### src/rtl/ret_addr_stack_pkg.sv
// rtl/ret_addr_stack_pkg.sv - shared constants and checkpoint record for the return-address stack
package ret_addr_stack_pkg;

    localparam int DEF_IP_WIDTH = 48;
    localparam int DEF_DEPTH    = 16;
    localparam int DEF_NCHK     = 4;

    // Sized for the largest supported DEPTH (64) so one record type serves every build
    localparam int MAX_SP_W  = 6;
    localparam int MAX_CNT_W = 7;

    typedef struct packed {
        logic [MAX_SP_W-1:0]  sp;
        logic [MAX_CNT_W-1:0] count;
    } chk_rec_t;

endpackage

### src/rtl/ret_addr_stack_chk.sv
// rtl/ret_addr_stack_chk.sv - checkpoint register file, one write port and one combinational read port
module ret_addr_stack_chk
    import ret_addr_stack_pkg::*;
#(
    parameter int NCHK = DEF_NCHK,
    localparam int TAG_W = $clog2(NCHK)
) (
    input  logic             clk,
    input  logic             rst,
    input  logic             wrEn,
    input  logic [TAG_W-1:0] wrTag,
    input  chk_rec_t         wrData,
    input  logic [TAG_W-1:0] rdTag,
    output chk_rec_t         rdData
);

    chk_rec_t slots [NCHK];

    always_ff @(posedge clk or negedge rst) begin
        if (!rst) begin
            for (int i = 0; i < NCHK; i++) begin
                slots[i] <= '0;
            end
        end else if (wrEn) begin
            slots[wrTag] <= wrData;
        end
    end

    assign rdData = slots[rdTag];

endmodule

### src/rtl/ret_addr_stack.sv
// rtl/ret_addr_stack.sv - circular return-address stack with checkpoint/restore and flush
module ret_addr_stack
    import ret_addr_stack_pkg::*;
#(
    parameter int DEPTH    = DEF_DEPTH,
    parameter int IP_WIDTH = DEF_IP_WIDTH,
    parameter int NCHK     = DEF_NCHK,
    localparam int SP_W  = $clog2(DEPTH),
    localparam int TAG_W = $clog2(NCHK)
) (
    input  logic                clk,
    input  logic                rst,
    input  logic                push,
    input  logic [IP_WIDTH-1:0] push_ip,
    input  logic                pop,
    input  logic                chk_en,
    input  logic [TAG_W-1:0]    chk_tag,
    input  logic                restore,
    input  logic [TAG_W-1:0]    restore_tag,
    input  logic                flush,
    output logic                pop_valid,
    output logic [IP_WIDTH-1:0] pop_ip,
    output logic                underflow,
    output logic [SP_W:0]       count,
    output logic                empty,
    output logic                full
);

    localparam logic [SP_W:0] FULL_COUNT = (SP_W+1)'(DEPTH);

    logic [IP_WIDTH-1:0] entries [DEPTH];
    logic [SP_W-1:0]     sp, spNext, wrAddr;
    logic [SP_W:0]       countNext;
    logic                wrEn, chkWrEn, popValidNext, underflowNext;
    logic [IP_WIDTH-1:0] popIpNext;
    chk_rec_t            chkWrData, chkRdData;
    logic                unusedChkBits;

    always_comb begin
        spNext        = sp;
        countNext     = count;
        wrEn          = 1'b0;
        wrAddr        = sp;
        chkWrEn       = 1'b0;
        popValidNext  = 1'b0;
        underflowNext = 1'b0;
        popIpNext     = pop_ip;
        if (flush) begin
            countNext = '0;
        end else if (restore) begin
            spNext    = chkRdData.sp[SP_W-1:0];
            countNext = chkRdData.count[SP_W:0];
        end else begin
            chkWrEn = chk_en;
            if (push && pop && count != '0) begin
                // Call+ret in one cycle replaces TOS in place
                popValidNext = 1'b1;
                popIpNext    = entries[sp];
                wrEn         = 1'b1;
            end else if (push) begin
                // Also covers push+pop on empty, which reports the failed pop
                wrEn          = 1'b1;
                wrAddr        = sp + 1'b1;
                spNext        = sp + 1'b1;
                underflowNext = pop;
                if (count != FULL_COUNT) begin
                    countNext = count + 1'b1;
                end
            end else if (pop) begin
                if (count != '0) begin
                    popValidNext = 1'b1;
                    popIpNext    = entries[sp];
                    spNext       = sp - 1'b1;
                    countNext    = count - 1'b1;
                end else begin
                    underflowNext = 1'b1;
                end
            end
        end
    end

    assign chkWrData = '{sp: MAX_SP_W'(spNext), count: MAX_CNT_W'(countNext)};
    assign unusedChkBits = ^chkRdData;

    always_ff @(posedge clk or negedge rst) begin
        if (!rst) begin
            sp        <= '0;
            count     <= '0;
            pop_valid <= 1'b0;
            underflow <= 1'b0;
            pop_ip    <= '0;
        end else begin
            sp        <= spNext;
            count     <= countNext;
            pop_valid <= popValidNext;
            underflow <= underflowNext;
            pop_ip    <= popIpNext;
        end
    end

    always_ff @(posedge clk) begin
        if (wrEn) begin
            entries[wrAddr] <= push_ip;
        end
    end

    ret_addr_stack_chk #(.NCHK(NCHK)) u_chk (
        .clk    (clk),
        .rst    (rst),
        .wrEn   (chkWrEn),
        .wrTag  (chk_tag),
        .wrData (chkWrData),
        .rdTag  (restore_tag),
        .rdData (chkRdData)
    );

    assign empty = (count == '0);
    assign full  = (count == FULL_COUNT);

endmodule

### config.mk
export PLATFORM = sky130hd
export DESIGN_NAME = ret_addr_stack
export DESIGN_NICKNAME = d
export VERILOG_FILES = /design/src/rtl/ret_addr_stack_pkg.sv /design/src/rtl/ret_addr_stack_chk.sv /design/src/rtl/ret_addr_stack.sv
export SDC_FILE = /design/constraint.sdc
export NUM_CORES = 1
export LEC_CHECK = 0
export CORE_MARGIN = 1
export CORE_UTILIZATION = 32
export CTS_CLUSTER_SIZE = 24
export DETAILED_ROUTE_END_ITERATION = 8
export GPL_ROUTABILITY_DRIVEN = 0
export PLACE_DENSITY_LB_ADDON = 0.15
export SLEW_MARGIN = 20
export SYNTH_ARGS = -nofsm -noshare
export SYNTH_HDL_FRONTEND = slang
export SYNTH_HIERARCHICAL = 1
export SYNTH_SLANG_ARGS = --single-unit
### constraint.sdc
create_clock -name clk -period 5.9 [get_ports clk]
set_input_delay 1.18 -clock clk [delete_from_list [all_inputs] [get_ports clk]]
set_output_delay 1.18 -clock clk [all_outputs]
set_load 0.02 [all_outputs]
# After elaboration in Yosys (flattened, before gate mapping)
# Memory sizes are Yosys's and may differ from the RTL's.
# Index checks and enable logic that the tools add are counted.
# word_totals
register_bits	111
mem_bits_rw	768
inputBits	59
output_inout_bits	57
elab_cells	83
n_memories	1
# classes
add_sub_neg	4
magnitude_cmp	3
n_eq_ne	3
mux	47
bitwise_logic	4
reduce_logical	8
# memory_table
name	words	word_bits	rd	rd_ports_with_merged_regs	write_ports	line	text
entries	16	48	1	0	1	ret_addr_stack.sv:31	logic [IP_WIDTH-1:0] entries [DEPTH];
# op_table
op	n
$mux 48	4
$bwmux 52	1
$mux 4	10
$mux 5	7
$bmux 13 s2	1
$demux 13 s2	1
$mux 11	2
$mux 1	20
$mux 13	1
$ge 3x3->1 const B	2
$not 2->3	2
$add 5x1->5 const B	1
$eq 5x5->1 const B	1
$logic_not 5->1	1
$ne 5x5->1 const B	1
$reduce_and 5->1	1
$reduce_bool 5->1	1
$sub 5x1->5 const B	1
$add 4x1->4 const B	1
$reduce_bool 2->1	2
$sub 4x1->4 const B	1
$logic_and 1x1->1	3
$lt 3x1->1 const B	1
$ne 2x1->1 const B	1
$not 1->1	2

# Logic depth before layout (Yosys ltp)
# depth
depth_word	8
ltp_mapped	9
mapped_depth_nobuf	8

# Modules after synthesis
# Netlist, hierarchy kept.
# by_module_without_submodules
mod	instances	cells_per_inst	area_per_inst_um2	seq_area_each_um2
ret_addr_stack	1	1814	31789.2	24538.5
ret_addr_stack_chk	1	127	2254.7	1301.2

# Worst setup path after synthesis
# No wires, ideal clock.
# synth_path
path_kind	input-to-reg
start	input restore
end	memory entries[10][0] (netlist bit), enable pin
setup_ns	0.469
arrival_time_ns	4.766
required_ns	5.431
path_slack_ns	0.664
path_stages	5
n_path_buf	1
path_cell_list	clkbuf_1 -> or3b_2 -> a211oi_4 -> o21ai_0 -> a21oi_1
# synth_between
elab_chain_len	4
elab_cells_between_ends	6
cone_classes	mux (6)
# synth_lines
item	line	text
from (decl)	ret_addr_stack.sv:18	input logic restore,
$mux 1	ret_addr_stack.sv:50	end else if (restore) begin
$mux 1	ret_addr_stack.sv:48	if (flush) begin
$mux 1	ret_addr_stack.sv:102	if (wrEn) begin
$mux 1 (implied by the code)	ret_addr_stack.sv:103	entries[wrAddr] <= push_ip;
to (decl)	ret_addr_stack.sv:31	
# Several ways; a longest one is shown, not always the timed one.

# Worst setup path after layout
# layout_path
start	register count[0]
end	output empty
# layout_between
elab_chain_len	1
# layout_lines
item	line	text
from (decl)	ret_addr_stack.sv:24	output logic [SP_W:0] count,
from (signal assigned)	ret_addr_stack.sv:94	count <= countNext;
$logic_not 5->1	ret_addr_stack.sv:117	assign empty = (count == '0);
to (decl)	ret_addr_stack.sv:25	output logic empty,
# No other way between the ends.

==> summary.md <==
| Metric | Value |
|---|---|
| Outcome | finished, final reports clean |
| # Max-Cap Violations | 0 |
| Cells after synthesis | between 1500 and 2000 |
| Worst Slack Setup Final | 1495 ps |
| Clock Pin Slew Worst Setup and Hold Paths | about 50 ps |
| Largest net degree at the start of global routing | roughly 140 |
| Clk_skew | 44.21 ps |
| Pins Over Slew Limit | 0 |
| CTS tree | done |
| Dpl hpwl | ~55 mm |
| First-pass GRT wire length | approximately 120 mm |
| Worst-Skew Late Latency | about 670 ps |
| Vias in the first global route | around 18000 |
| Post-CTS Hold Buffers | 0 |
| Place WS | approximately 1100 ps |
| Post-route ant nets | 0 |
| Post-route setup TNS | 0 ps |
| Drt first-iter violations | between 1000 and 1500 |
| Share of layout cells above drive strength 1 | between 10% and 20% |
| Setup Fix Bufs, Post-CTS | 0 |
| IO Count | around 120 |
| Chip Height | 324.9 µm |
| Rel. slew slack | between 20 and 25% |
| Min Tclk post-route | 4405 ps |
| RSZ-0062 raised after global routing | no |
| TritonCTS Sinks | ~860 |
| Capturing element type of the critical path | output port |
| First-pass DRT Iterations | 5 |
| Leak Pwr | between 10 and 15 nW |
| Synthesized net count | slightly below 2000 |
| R2r endpoint | entries[15][37] |
| Final nets | ~2100 |
| Port buffer count | 115 |
| Final core utilization | between 30% and 40% |
| HP Start | u_chk/slots[49] |
| Power consumption | ~17 mW |
| Cell Chain, Critical Path | inv_1 > ha_1 > or4b_4 > inv_1 > clkdlybuf4s50_1 |
| CTS resizes | 0 |
| Die area | between 100000 and 150000 µm² |
| Filler instances | around 9400 |
| Hold Vio Cnt, Final | 0 |
| Gr ovfl total | 0 |
| Max FO, Critical Path | 14 |
| Commonest non-fill, non-tap cell in the layout | edfxtp_1 |
| Period utilization | between 70% and 80% |
| Worst vdd ir | ~0.00029 V |
| # DRC | 0 |
| Clock buffer depth | 3 |
| # rows | around 120 |
| Critical path's slowest cell | clkdlybuf4s50_1 |
| Via density | between 5 and 6 |
| Via count | between 15000 and 20000 |
| Core Area | 103500 µm² |
| Crit path largest cell delay | about 700 ps |
| GRT Total Usage | between 10% and 20% |
| Initial Util | 32.24% |
| Htree depth | 3 |
| Reg2reg start | sp[0] |
| WL/cell | between 20 and 25 µm |
| TritonCTS Buffers | 96 |
| Hold Path End | u_chk/slots[49] |
| PwrDens | around 420 nW/µm² |
| Worst hold-check path type | register to register |
| Critical path class | register to output port |
| R2R Setup Slk | a little over 2000 ps |
| Avg Cell Area, Syn | 17.53 µm² |
| Detailed Route WL | 86.34 mm |
| CP startpoint kind | register |
| Worst reg-to-reg path cell count | 6 |
| Clock root cell | clkbuf_16 |
| Worst-Margin Slew | 1164 ps |
| Max Freq | ~230 MHz |
| Req. time, crit path | 4720 ps |
| Ys Warns | 6 |
| Synthesized area | approximately 33000 µm² |
| Area growth syn-to-layout | 18.14% |
| Initial antenna violation count | 3 |
| Setup violators final | 0 |
| Most common cell on crit path | inv_1 |
| CP arrival | about 3200 ps |
| Hold Path Stages | 1 |
| Commonest non-fill, non-tap cells in the layout | edfxtp_1, mux2i_1, o22ai_1, clkdlybuf4s50_1, clkbuf_16 |
| Die Wd | between 300 and 400 µm |
[layout make-up]
type	instances	area [µm²]	area share, %
clock buffers	122	2574	6.529
repair buffers	159	1504	3.815
well taps	1380	1727	4.380
multi-input cells	911	7548	19.15
diodes	4	10.01	0.02539
inverters	13	48.80	0.1238
clock inverters	56	568.0	1.441
flip-flops and latches	863	25440	64.54
[power breakdown]
group	leakage [nW]	total, mW	internal (mW)	switching (mW)
Clock	1.54	5.94	3.52	2.41
Combinational	3.44	3.41	1.35	2.06
Sequential	8.05	7.21	6.99	0.218
[registers in the layout (all words and copies together) (netlist names)]
signal       cells
pop_ip          48
underflow        1
u_chk/slots     36
entries        768
sp               4
pop_valid        1
count            5
[worst max path at each step]
stage / from / to
finish: count[0] / empty
global route: count[1] / empty
CTS: count[0] / empty
detailed placement: push / entries[11][47]
global placement: pop / entries[15][33]
floorplan: restore / entries[10][0]
[worst max-delay path: cells and delay by family, from the launching register on]
family,cells,cell delay (ps)
buffers and inverters,3,1240
and+or+nand+nor,1,610
DFF,1,460
adders and majority gates,1,230
[metrics by stage]
stage,hold slack (ps),std cells,instance area [µm²]
6_report,502.0,3508,39420
3_3_place_gp,481.2,3326,36260
2_1_floorplan,473.8,1904,33370
4_1_cts,504.1,3504,39400
5_1_grt,518.7,3504,39410
3_5_place_dp,490.7,3326,36260
[metal layers]
metal	global-route usage, %	vias up	part of all wire [%]
met5	0	-	0.030
li1	-	7957	-
met3	3.951	102	6.8
met1	24.90	9162	50
met4	4.020	4	1.6
met2	22.45	460	42
(Power assumes the default switching activity.)
